--- src/rtl/timer_sched_pkg.sv ---
// Shared types, constants and the round-robin picker for the timer scheduler.
package timer_sched_pkg;

    typedef enum logic [1:0] {
        IDLE  = 2'd0,
        RUN   = 2'd1,
        DONE  = 2'd2,
        ABORT = 2'd3
    } state_e;

    // The shared hardware timer always counts 8-cycle periods.
    localparam int TIMER_PERIOD = 8;
    localparam int TIMER_W      = $clog2(TIMER_PERIOD);

    // Widest supported requester vector; the picker works on this width so one
    // function serves every NUM_REQ setting.
    localparam int MAX_REQ = 8;
    localparam int PTR_W   = 3;

    // First set bit of req, searching upward from ptr and wrapping at num.
    // Returns 0 when nothing is set (callers only use it when some bit is set).
    function automatic logic [PTR_W-1:0] rr_pick(
        input logic [MAX_REQ-1:0] req,
        input logic [PTR_W-1:0]   ptr,
        input int                 num
    );
        logic [PTR_W-1:0] pick;
        logic             found;
        int               idx;
        pick  = '0;
        found = 1'b0;
        for (int k = 0; k < MAX_REQ; k++) begin
            idx = (int'(ptr) + k) % num;
            if ((k < num) && !found && req[idx[PTR_W-1:0]]) begin
                pick  = idx[PTR_W-1:0];
                found = 1'b1;
            end
        end
        return pick;
    endfunction

endpackage

--- src/rtl/timer_sched_if.sv ---
// Requester-side bus of the timer scheduler: requests in, grant/done status out.
interface timer_sched_if #(
    parameter int NUM_REQ = 4,
    parameter int REP_W   = 4
);
    localparam int ID_W = (NUM_REQ > 1) ? $clog2(NUM_REQ) : 1;

    logic [NUM_REQ-1:0]       req;
    logic [NUM_REQ*REP_W-1:0] req_reps;
    logic [NUM_REQ-1:0]       grant;
    logic [NUM_REQ-1:0]       done;
    logic                     busy;
    logic [ID_W-1:0]          active_id;

    // Requesters drive req/req_reps and observe the scheduler status.
    modport master (
        output req, req_reps,
        input  grant, done, busy, active_id
    );

    // The scheduler consumes requests and drives the status.
    modport slave (
        input  req, req_reps,
        output grant, done, busy, active_id
    );

endinterface

--- src/rtl/timer_sched_timer.sv ---
// Shared 8-cycle delay timer. Counts while enabled and parks at 0 when idle,
// so a disabled timer sitting on its last count still returns to 0.
module timer_sched_timer
    import timer_sched_pkg::*;
(
    input  logic               clk,
    input  logic               resetn,
    input  logic               en_i,
    output logic               ready_o,
    output logic [TIMER_W-1:0] count_o
);

    localparam logic [TIMER_W-1:0] LAST = TIMER_W'(TIMER_PERIOD - 1);

    logic [TIMER_W-1:0] count_q, count_d;

    // Next count: advance (wrapping) when enabled, otherwise hold except at LAST.
    always_comb begin
        count_d = count_q;
        if (en_i) begin
            count_d = count_q + TIMER_W'(1);
        end else if (count_q == LAST) begin
            count_d = '0;
        end
    end

    // Count register.
    always_ff @(posedge clk or negedge resetn) begin
        if (!resetn) begin
            count_q <= '0;
        end else begin
            count_q <= count_d;
        end
    end

    assign ready_o = (count_q == LAST);
    assign count_o = count_q;

endmodule

--- src/rtl/timer_sched.sv ---
// Round-robin scheduler sharing one 8-cycle timer between NUM_REQ requesters.
// The owner keeps the timer for a latched number of periods; withdrawing the
// request aborts, but the timer is still run to its wrap so the next owner
// always starts from count 0.
module timer_sched
    import timer_sched_pkg::*;
#(
    parameter int NUM_REQ = 4,
    parameter int REP_W   = 4
) (
    input  logic         clk,
    input  logic         resetn,
    timer_sched_if.slave bus
);

    localparam int ID_W = (NUM_REQ > 1) ? $clog2(NUM_REQ) : 1;

    localparam logic [1:0] S_IDLE  = 2'(IDLE);
    localparam logic [1:0] S_RUN   = 2'(RUN);
    localparam logic [1:0] S_DONE  = 2'(DONE);
    localparam logic [1:0] S_ABORT = 2'(ABORT);

    logic [1:0]         state_q, state_d;
    logic [ID_W-1:0]    id_q, id_d;
    logic [ID_W-1:0]    rr_ptr_q, rr_ptr_d;
    logic [REP_W-1:0]   reps_q, reps_d;
    logic [NUM_REQ-1:0] grant_q, grant_d;
    logic [NUM_REQ-1:0] done_q, done_d;
    logic               busy_q, busy_d;
    logic               en_q, en_d;

    logic               tmr_ready;
    logic [TIMER_W-1:0] tmr_count;

    logic [MAX_REQ-1:0] req_ext;
    logic [PTR_W-1:0]   pick;
    logic [ID_W-1:0]    id_pick;
    logic [REP_W-1:0]   reps_sel;
    logic [ID_W-1:0]    ptr_next;
    logic               req_own;

    timer_sched_timer u_timer (
        .clk     (clk),
        .resetn  (resetn),
        .en_i    (en_q),
        .ready_o (tmr_ready),
        .count_o (tmr_count)
    );

    // Candidate owner for the next grant and the owner's hand-over pointer.
    always_comb begin
        req_ext                = '0;
        req_ext[NUM_REQ-1:0]   = bus.req;
        pick                   = rr_pick(req_ext, PTR_W'(rr_ptr_q), NUM_REQ);
        id_pick                = ID_W'(pick);
        reps_sel               = bus.req_reps[int'(id_pick)*REP_W +: REP_W];
        req_own                = bus.req[id_q];
        if (int'(id_q) == NUM_REQ - 1) begin
            ptr_next = '0;
        end else begin
            ptr_next = id_q + ID_W'(1);
        end
    end

    // Next-state logic for the scheduler FSM and its registered outputs.
    always_comb begin
        state_d  = state_q;
        id_d     = id_q;
        rr_ptr_d = rr_ptr_q;
        reps_d   = reps_q;
        en_d     = en_q;
        grant_d  = '0;
        done_d   = '0;
        busy_d   = 1'b0;

        case (state_q)
            S_IDLE: begin
                if (|bus.req) begin
                    state_d = S_RUN;
                    id_d    = id_pick;
                    reps_d  = (reps_sel == '0) ? REP_W'(1) : reps_sel;
                    en_d    = 1'b1;
                end
            end
            S_RUN: begin
                if (tmr_ready) begin
                    // Final period wins over a simultaneous withdrawal.
                    reps_d = reps_q - REP_W'(1);
                    if (reps_q <= REP_W'(1)) begin
                        state_d  = S_DONE;
                        en_d     = 1'b0;
                        rr_ptr_d = ptr_next;
                    end else if (!req_own) begin
                        // Count wraps on this edge, so nothing left to drain.
                        state_d  = S_ABORT;
                        en_d     = 1'b0;
                        rr_ptr_d = ptr_next;
                    end
                end else if (!req_own) begin
                    state_d  = S_ABORT;
                    en_d     = 1'b1;
                    rr_ptr_d = ptr_next;
                end
            end
            S_DONE: begin
                state_d = S_IDLE;
            end
            S_ABORT: begin
                // Drain the timer to its wrap before releasing it.
                if (!en_q || tmr_ready) begin
                    state_d = S_IDLE;
                    en_d    = 1'b0;
                end
            end
            default: begin
                state_d = S_IDLE;
                en_d    = 1'b0;
            end
        endcase

        if (state_d == S_RUN) begin
            grant_d[id_d] = 1'b1;
        end
        if (state_d == S_DONE) begin
            done_d[id_d] = 1'b1;
        end
        busy_d = (state_d != S_IDLE);
    end

    // Scheduler state and output registers.
    always_ff @(posedge clk or negedge resetn) begin
        if (!resetn) begin
            state_q  <= S_IDLE;
            id_q     <= '0;
            rr_ptr_q <= '0;
            reps_q   <= '0;
            en_q     <= 1'b0;
            grant_q  <= '0;
            done_q   <= '0;
            busy_q   <= 1'b0;
        end else begin
            state_q  <= state_d;
            id_q     <= id_d;
            rr_ptr_q <= rr_ptr_d;
            reps_q   <= reps_d;
            en_q     <= en_d;
            grant_q  <= grant_d;
            done_q   <= done_d;
            busy_q   <= busy_d;
        end
    end

    assign bus.grant     = grant_q;
    assign bus.done      = done_q;
    assign bus.busy      = busy_q;
    assign bus.active_id = id_q;

    // The timer must be parked at 0 whenever nobody owns it.
    ap_idle_no_ready: assert property (@(posedge clk) disable iff (!resetn)
        (state_q == S_IDLE) |-> !tmr_ready);

    // Every new owner starts from a clean count.
    ap_grant_count_zero: assert property (@(posedge clk) disable iff (!resetn)
        ((state_q == S_RUN) && ($past(state_q) == S_IDLE)) |-> (tmr_count == '0));

    ap_grant_onehot: assert property (@(posedge clk) disable iff (!resetn)
        $onehot0(grant_q));

endmodule

--- src/flat_wrapper.sv ---
// flat-port wrapper written by rule: the top's interface ports become plain ports
module timer_sched_flat import timer_sched_pkg::*;
#(
    parameter int NUM_REQ = 4,
    parameter int REP_W   = 4
)
  (clk, resetn, bus_req, bus_req_reps, bus_grant, bus_done, bus_busy, bus_active_id);
  timer_sched_if #(.NUM_REQ(NUM_REQ), .REP_W(REP_W)) bus_i ();
  input  logic clk;
  input  logic resetn;
  input wire logic [$bits(bus_i.req)-1:0] bus_req;
  input wire logic [$bits(bus_i.req_reps)-1:0] bus_req_reps;
  output wire logic [$bits(bus_i.grant)-1:0] bus_grant;
  output wire logic [$bits(bus_i.done)-1:0] bus_done;
  output wire logic [$bits(bus_i.busy)-1:0] bus_busy;
  output wire logic [$bits(bus_i.active_id)-1:0] bus_active_id;
  assign bus_i.req = bus_req;
  assign bus_i.req_reps = bus_req_reps;
  assign bus_grant = bus_i.grant;
  assign bus_done = bus_i.done;
  assign bus_busy = bus_i.busy;
  assign bus_active_id = bus_i.active_id;
  timer_sched #(.NUM_REQ(NUM_REQ), .REP_W(REP_W)) u_core (.clk(clk), .resetn(resetn), .bus(bus_i));
endmodule
--- config.mk ---
export PLATFORM = sky130hd
export DESIGN_NAME = timer_sched_flat
export DESIGN_NICKNAME = d
export VERILOG_FILES = /design/src/rtl/timer_sched_pkg.sv /design/src/rtl/timer_sched_if.sv /design/src/rtl/timer_sched_timer.sv /design/src/rtl/timer_sched.sv /design/src/flat_wrapper.sv
export SDC_FILE = /design/constraint.sdc
export NUM_CORES = 1
export LEC_CHECK = 0
export CAP_MARGIN = 20
export CORE_ASPECT_RATIO = 1.25
export CORE_UTILIZATION = 50
export CTS_CLUSTER_DIAMETER = 30
export DETAILED_ROUTE_END_ITERATION = 8
export PLACE_DENSITY = 0.8
export SYNTH_ARGS = -nofsm -noshare
export SYNTH_HDL_FRONTEND = slang
export SYNTH_SLANG_ARGS = --single-unit
--- constraint.sdc ---
create_clock -name clk -period 2.7 [get_ports clk]
set_input_delay 0.405 -clock clk [delete_from_list [all_inputs] [get_ports clk]]
set_output_delay 0.405 -clock clk [all_outputs]
set_load 0.02 [all_outputs]
---- After elaboration in Yosys (flattened, before gate mapping) ----
Cells that the tools add are included.
word-level totals
  bits in registers ....................... 23
  output and inout bits ................... 11
operators by class
  bitwise gates (word level) .............. 3
  reduce and logical (&&, ||, !) cells .... 21
  magnitude comparators ................... 8
  add/subtract/negate cells ............... 6
  shift operators ......................... 1
  multiplexer cells ....................... 46
  equality and inequality tests ........... 12
operators with widths
  kind                                                        number
  two-way mux 2 bit                                           15
  two-way mux 4 bit                                           5
  indexed part select 16 x 5 -> 4 bit                         1
  two-way mux 1 bit                                           15
  less-than comparator 3 x 4 -> 1 bit, second input constant  3
  binary-select mux 1 bit (select 3 bit)                      3
  case mux 2 bit (4 select lines)                             1
  case mux 4 bit (2 select lines)                             1
  equality test 2 x 1 -> 1 bit, second input constant         3
  equality test 2 bit, second input constant                  3
  less-than comparator 2 x 3 -> 1 bit, second input constant  2
  two-way mux 3 bit                                           2
  != test 2 x 1 -> 1 bit, second input constant               3
  nonzero test 2 bit                                          3
  OR reduction 2 bit                                          3
  AND reduction 5 bit                                         1
  adder 2 x 1 -> 2 bit, second input constant                 2
  adder 2 bit, second input constant                          2
  binary-select mux 1 bit (select 2 bit)                      2
  <= comparator 4 x 1 -> 1 bit, second input constant         1
  logical AND 1 bit                                           4
  logical NOT 1 bit                                           4
  logical NOT 4 bit                                           1
  less-than comparator 2 x 4 -> 1 bit, second input constant  1
  other kinds (14)                                            16

---- Depth between registers and ports, before layout ----
Gate-level depths: netlist of run 1.
  depth after elaboration ................. 20
  mapped depth ............................ 8
  gate-level depth less buffers ........... 8

---- Hierarchy ----
A second synthesis of run 1 with hierarchy kept.
second synthesis, totals
  cell total of the unflattened synthesis .. 140
  area, all modules ....................... 1397.6 um2
by module, submodules not included
  module             instances  area each (um2)  cells each
  timer_sched        1          1260.0           130
  timer_sched_timer  1          137.6            10

---- Least setup slack after synthesis of run 1 ----
OpenSTA, ideal clock, no wires.
  path kind ............................... register to register
  start ................................... reg u_core.id_q[0], in the netlist u_core.bus.active_id[0]
  end ..................................... reg u_core.rr_ptr_q[1]
  cell stages (with the launch flop) ...... 5
  buffers on the path ..................... 0
  path slack .............................. 920 ps
  clock period less this slack ............ 1780 ps
  data arrival time ....................... 1655 ps
  setup time .............................. 125 ps
  path through ............................ dfrtp_1 mux4_1 o41ai_2 nand2_1 mux2_2
between the ends
  cells in the longest elaborated chain, start to end .. 5
RTL lines
  element                                                        RTL line                              RTL
  from (decl)                                                    timer_sched.sv:24                     logic [ID_W-1:0] id_q, id_d;
  from (signal assigned)                                         timer_sched.sv:143                    id_q <= id_d;
  adder 2 x 1 -> 2 bit, or another cell as far along             timer_sched.sv:61                     ptr_next = id_q + ID_W'(1);
  two-way mux 2 bit / two-way mux 1 bit (equally long branches)  timer_sched.sv:58, timer_sched.sv:57
  two-way mux 2 bit                                              timer_sched.sv:93, timer_sched.sv:99
  two-way mux 2 bit                                              timer_sched.sv:89                     if (reps_q <= REP_W'(1)) begin
  two-way mux 2 bit (*)                                          timer_sched.sv:86                     if (tmr_ready) begin
  to (signal assigned)                                           timer_sched.sv:144                    rr_ptr_q <= rr_ptr_d;
  to (decl)                                                      timer_sched.sv:25                     logic [ID_W-1:0] rr_ptr_q, rr_ptr_d;
Every way passes the cells marked *; elsewhere a longest branch is shown, timed or not. The select of a mux whose other input is x is not followed.
A chain may end at the register's enable or synchronous reset.

---- Worst setup path in the final report of run 1 ----
  start ................................... in bus_req[2]
  end ..................................... reg u_core.reps_q[0]
between the ends
  cells in the longest elaborated chain, start to end .. 17
RTL lines
  element                                  RTL line               RTL
  from (decl)                              flat_wrapper.sv:11     input wire logic [$bits(bus_i.req)-1:0] bus_req;
  binary-select mux 1 bit (select 2 bit)   timer_sched_pkg.sv:34  if ((k < num) && !found && req[idx[PTR_W-1:0]]) begin
  two-way mux 1 bit (not written as such)  timer_sched_pkg.sv:34
  two-way mux 1 bit                        timer_sched_pkg.sv:34
  logical NOT 1 bit                        timer_sched_pkg.sv:34
  logical AND 1 bit                        timer_sched_pkg.sv:34
  two-way mux 1 bit                        timer_sched_pkg.sv:34
  logical NOT 1 bit                        timer_sched_pkg.sv:34
  logical AND 1 bit                        timer_sched_pkg.sv:34
  two-way mux 1 bit                        timer_sched_pkg.sv:34
  logical NOT 1 bit                        timer_sched_pkg.sv:34
  logical AND 1 bit                        timer_sched_pkg.sv:34
  two-way mux 2 bit                        timer_sched_pkg.sv:34
  indexed part select 16 x 5 -> 4 bit      timer_sched.sv:56      reps_sel = bus.req_reps[int'(id_pick)*REP_W +: REP_W];
  logical NOT 4 bit                        timer_sched.sv:81      reps_d = (reps_sel == '0) ? REP_W'(1) : reps_sel;
  two-way mux 4 bit                        timer_sched.sv:81
  two-way mux 4 bit                        timer_sched.sv:78      if (|bus.req) begin
  case mux 4 bit (2 select lines)          timer_sched.sv:76      case (state_q)
  to (signal assigned)                     timer_sched.sv:145     reps_q <= reps_d;
  to (decl)                                timer_sched.sv:26      logic [REP_W-1:0] reps_q, reps_d;
Several ways; a longest one is shown, not always the timed one. The select of a mux whose other input is x is not followed.

==> flow_metrics.py, run 1 <==
metrics = {
    "outcome": {
        "status": "finished clean",
    },
    "critical_path": {
        "startpoint_type": "primary input",
        "cp.required_ps": 2960,
        "critPathMaxFanout": 6,
        "critical_path_arrival_ps": 2380,
        "cp-end-kind": "flop",
        "worstSetupPathType": "primary input to flop",
    },
    "layout": {
        "diodes": 0,
        "seqCellArea_um2": 576,
        "n_fill_cell": 220,
        "area_delta_synth_final_pct": 28.1,
        "nets": 199,
        "instances_no_fill": 205,
        "multi_input_area_um2": 792,
        "drive_gt1_frac": 0.140,
    },
    "drt": {
        "ant_nets": 0,
        "drc": 0,
        "wl_um": 3070,
        "vias": 1182,
        "drtIter0Drc": 24,
        "first_pass_iters": 5,
        "post_drt_wl_per_cell_um": 15.0,
        "vias_per_cell": 5.77,
    },
    "floorplanning": {
        "core_area_um2": 2680,
        "dieArea_um2": 3020,
        "die_width_um": 49.4,
        "fp.dieH_um": 61.2,
        "boundaryPins": 33,
        "rows": 21,
        "initial_core_util": 0.523,
    },
    "grt": {
        "met3_usage": 0.0272,
        "grt_use_met2": 0.436,
        "antenna_found_initial": 0,
        "track_usage": 0.223,
        "grt_pass1_vias": 1144,
        "grtUsageMet1": 0.232,
        "grt_pass1_wl_um": 4950,
        "grt-busiest-layer": "met2",
        "grt_max_degree": 24,
        "grt-ovfl-total": 0,
    },
    "synth": {
        "yosysTopAreaCell": "dfrtp_1",
        "syn_nets": 162,
        "syn_inst": 135,
        "synth_seq_cells": 23,
        "synth_top_area_frac": 0.411,
        "synth_common_cells": "23 x dfrtp_1, 15 x nor2_1, 7 x inv_1, 7 x nand2_1",
        "async_reset_ff_frac": 1.00,
        "synthFlopType": "dfrtp_1",
        "syn_area_per_cell_um2": 10.4,
        "ys_types": 48,
        "synth_warnings": 0,
        "synth.yosys.seq_area_share": 0.411,
        "yosysMostFrequentCell": "dfrtp_1",
        "synth_area_leaders": "dfrtp_1 41%, ha_1 4.5%, nor2_1 4.0%, mux2_2 3.2%, mux2i_1 2.9%",
        "synth.cell_area_um2": 1400,
        "synth_edf_count": 0,
    },
    "pwr": {
        "cellLeakagePower_nw": 0.764,
        "cellPowerDensity_nw_per_um2": 1040,
        "ir_drop_v": 0.000605,
    },
    "clocking": {
        "clk_path_buf_depth": 2,
        "holdBufCountCts": 0,
        "htreeDepth": 1,
        "cts_root_buf": "clkbuf_4",
        "cts_made_buffers": 3,
        "path_clk_slew_ps": 140,
        "cts_tree": "done",
        "clock_sinks": 23,
        "cts_resized": 0,
        "clock_latency_ps": 320,
        "postCtsSetupBuffers": 0,
    },
    "timing": {
        "slew_headroom": 0.610,
        "rsz0062_at_grt": "no",
        "setup_tns_ps": 0,
        "maxSlewViolCount": 0,
        "finalSetupViolCount": 0,
        "fin_skew_ps": 11.1,
        "fin_crit_sh": 0.787,
        "period_minus_slack_ps": 2120,
        "worstMarginPinSlew_ps": 578,
        "fmax_mhz": 471,
        "finalHoldViolCount": 0,
    },
    "worst_hold_path": {
        "min_path_type": "primary input to async pin",
    },
    "place": {
        "place_inst": 201,
        "io_buffers": 32,
        "gp_congestion": 0.886,
        "dpl.hpwl_um": 2490,
    },
    "flow_run": {
        "maxCapViolCount": 0,
    },
}
## flip-flops by register name, indices dropped and copies added, names as in the netlist
register                flops
u_core.u_timer.count_o      3
u_core.bus.grant            4
u_core.bus.busy             1
u_core.bus.done             4
u_core.rr_ptr_q             2
u_core.state_q              2
u_core.reps_q               4
u_core.bus.active_id        2
u_core.en_q                 1
## logic make-up after synthesis
| family | count (synthesis) | share of synthesized area |
|---|---|---|
| compound gates | 38 | 0.219 |
| simple gates | 50 | 0.206 |
| flops | 23 | 0.411 |
| buf+inv | 9 | 0.0241 |
| mux | 10 | 0.0955 |
| fa+ha+maj | 5 | 0.0446 |
## power by group
part / internal [mW] / switching [mW] / total, mW
registers: 0.482 / 0.161 / 0.643
clock network: 0.0554 / 0.107 / 0.163
logic: 0.506 / 0.558 / 1.06
## cell usage in the layout (no fill, tap or decap), types with 3 or more instances in the layout
master / instances
ha_1: 5
o21ai_0: 6
a21oi_1: 6
mux2i_1: 4
nand2_1: 7
clkbuf_4: 3
nand3_1: 5
nor2_1: 15
dfrtp_1: 23
nand2b_1: 4
clkdlybuf4s50_1: 32
inv_1: 7
mux2_2: 4
## layout make-up
| type | count | area share |
|---|---|---|
| Clock buffer | 3 | 0.0125 |
| Clock inverter | 1 | 0.00279 |
| Inverter | 8 | 0.0167 |
| Multi-Input combinational cell | 103 | 0.441 |
| Sequential cell | 23 | 0.321 |
| Tap cell | 34 | 0.0237 |
| Timing Repair Buffer | 33 | 0.183 |
## worst paths after layout
check	from	slack, ps	cells after the start	to
worst max-delay path	bus_req[2]	580	7	u_core.reps_q[0]
worst min-delay path	resetn	420	2	u_core.bus.done[2]
worst max register to register	u_core.u_timer.count_o[0]	580	6	u_core.rr_ptr_q[1]
worst min register to register	u_core.u_timer.count_o[1]	520	1	u_core.u_timer.count_o[1]
max in group asynchronous	resetn	2050	2	u_core.reps_q[3]
min in group clk	u_core.u_timer.count_o[1]	520	1	u_core.u_timer.count_o[1]
## worst max-delay path, stage by stage
cell and delay (ps):
clkdlybuf4s50_1 590, nand2b_1 90, a21oi_1 360, nor2_1 220, a2111oi_1 420, or2_1 170, a32o_1 140
## metal layers
layer | up-vias | wire [um]
met4 | 0 | 63
met2 | 47 | 1640
met1 | 547 | 1240
li1 | 581 | -
met3 | 7 | 123
met5 | - | 0
## stage by stage
stage               setup WS (ps)  cell area, um2  hold slack, ps   util  power, mW
floorplan                     920            1400             109      -       1.39
global placement              352            1770             486  0.660       1.66
detailed placement            280            1770             487  0.660       1.71
CTS                           606            1800             438  0.670       1.87
global route                  497            1800             450  0.670       2.00
finish                        576            1800             421  0.670       1.87
Power figures use the tool's default switching activity.
==> run 2: changes to the inputs <==
- CORE_UTILIZATION: 50 -> 44
- PLACE_DENSITY: 0.8 -> 0.75
- clock period: 2.7 -> 1.8 ns (I/O delays scaled with it)
==> run 2 against run 1 <==
Compared with the run above: sequential share of layout area is 5.5 points lower; the flow now finishes with violations (setup timing); hold slack lost 130 ps; combinational power grew 130%; wire length rose by 22%.
==> flow_metrics.py, run 2 (synthesis results as in run 1) <==
metrics = {
    "place": {
        "io_buffers": 32,
        "dpl.hpwl_um": 2730,
        "gp_congestion": 0.856,
        "placed_cell_area_um2": 1960,
    },
    "critical_path": {
        "cp.required_ps": 2010,
        "cp-end-kind": "flop",
        "critical_path_arrival_ps": 2070,
        "startpoint_type": "flop",
        "r2r_cells": 8,
        "worstSetupPathType": "flop to flop",
        "critPathMaxFanout": 7,
    },
    "outcome": {
        "violations": "setup timing",
        "status": "finished, violations left",
    },
    "grt": {
        "antenna_found_initial": 0,
        "grt-ovfl-total": 0,
        "grt_pass1_wl_um": 5980,
        "grt_pass1_vias": 1427,
        "track_usage": 0.233,
        "grt_max_degree": 24,
    },
    "timing": {
        "rsz0062_at_grt": "yes",
        "fmax_mhz": 539,
        "period_minus_slack_ps": 1850,
        "finalWorstSetupSlack_ps": -55.0,
        "finalHoldViolCount": 0,
        "finalSetupViolCount": 4,
        "fin_skew_ps": 2.17,
        "worstMarginPinSlew_ps": 395,
        "slew_headroom": 0.736,
        "maxSlewViolCount": 0,
        "fin_crit_sh": 1.03,
    },
    "layout": {
        "layout_commonest_cell": "buf_4",
        "nets": 234,
        "area_delta_synth_final_pct": 54.9,
        "drive_gt1_frac": 0.364,
        "diodes": 0,
        "fin_area_um2": 2170,
        "layout_common_cells": "35 x buf_4, 29 x clkdlybuf4s50_1, 23 x dfrtp_1, 12 x nor2_1, 7 x nand2_1",
    },
    "clocking": {
        "clk_path_buf_depth": 2,
        "clock_sinks": 23,
        "htreeDepth": 1,
        "path_clk_slew_ps": 130,
        "cts_root_buf": "clkbuf_4",
        "cts_made_buffers": 3,
        "clock_latency_ps": 310,
        "holdBufCountCts": 0,
        "cts_tree": "done",
    },
    "drt": {
        "vias_per_cell": 5.59,
        "met2_length_um": 2120,
        "drc": 0,
        "routed-wl-met3_um": 165,
        "first_pass_iters": 4,
        "post_drt_wl_per_cell_um": 15.5,
        "wl_um": 3750,
        "wirelength_met1_um": 1390,
        "drtIter0Drc": 27,
        "ant_nets": 0,
        "vias": 1352,
        "highest_layer": "met4",
    },
    "floorplanning": {
        "dieArea_um2": 3420,
        "rows": 22,
        "boundaryPins": 33,
        "die_width_um": 52.5,
        "fp.dieH_um": 65.1,
        "core_area_um2": 2970,
        "initial_core_util": 0.471,
    },
    "pwr": {
        "cellPowerDensity_nw_per_um2": 1660,
        "power_mw": 3.60,
        "cellLeakagePower_nw": 0.970,
        "ir_drop_v": 0.00110,
    },
    "worst_hold_path": {
        "min_path_type": "primary input to async pin",
    },
    "flow_run": {
        "maxCapViolCount": 0,
    },
}
run 2: path summary, 6_finish.rpt:
kind / start / slack (ps) / end
max in group asynchronous: resetn / 1280 / u_core.bus.done[1]
min in group clk: u_core.u_timer.count_o[1] / 540 / u_core.u_timer.count_o[1]
max reg2reg: u_core.u_timer.count_o[1] / -50 / u_core.reps_q[0]
min reg2reg: u_core.u_timer.count_o[1] / 540 / u_core.u_timer.count_o[1]
max: u_core.u_timer.count_o[1] / -50 / u_core.reps_q[0]
min: resetn / 290 / u_core.bus.done[3]
run 2: per-layer routing:
metal	track usage	vias up
met5	0	-
met4	0.0954	0
met3	0.0255	8
met2	0.449	54
met1	0.243	643
li1	-	647
run 2: cell type report:
type	instances	area (um2)
Fill cell	213	802
Inverter	8	32.5
Timing Repair Buffer	68	594
Sequential cell	23	576
Multi-Input combinational cell	103	896
Clock buffer	3	22.5
Clock inverter	1	5.00
Tap cell	36	45.0
run 2: where the power goes:
group	internal, mW	switching [mW]
sequential	0.723	0.195
clock	0.0829	0.158
combinational	1.28	1.16
run 2: timing repair:
action | CTS | global route
setup endpoints to repair | 10 | 14
gates resized for setup | 13 | 17
buffers inserted | 5 | 5
pin swaps | 4 | 16
run 2: stage by stage:
step	setup slack [ps]	setup TNS, ps	util	hold WS [ps]	cells
after floorplan	20.3	0	-	-25.6	135
after global placement	-381	-3830	0.659	484	228
after detailed placement	-495	-5290	0.659	492	228
after CTS	-21.7	-25.2	0.696	301	237
after global routing	-159	-734	0.730	320	242
final	-55.0	-112	0.730	294	242
run 2: critical path: stages, from the launching register on:
cell,delay [ps]
dfrtp_1,380
ha_2,200
ha_4,150
buf_6,110
nor2_4,40
a211oi_4,360
a21boi_2,220
o21ai_1,90
a32o_1,220
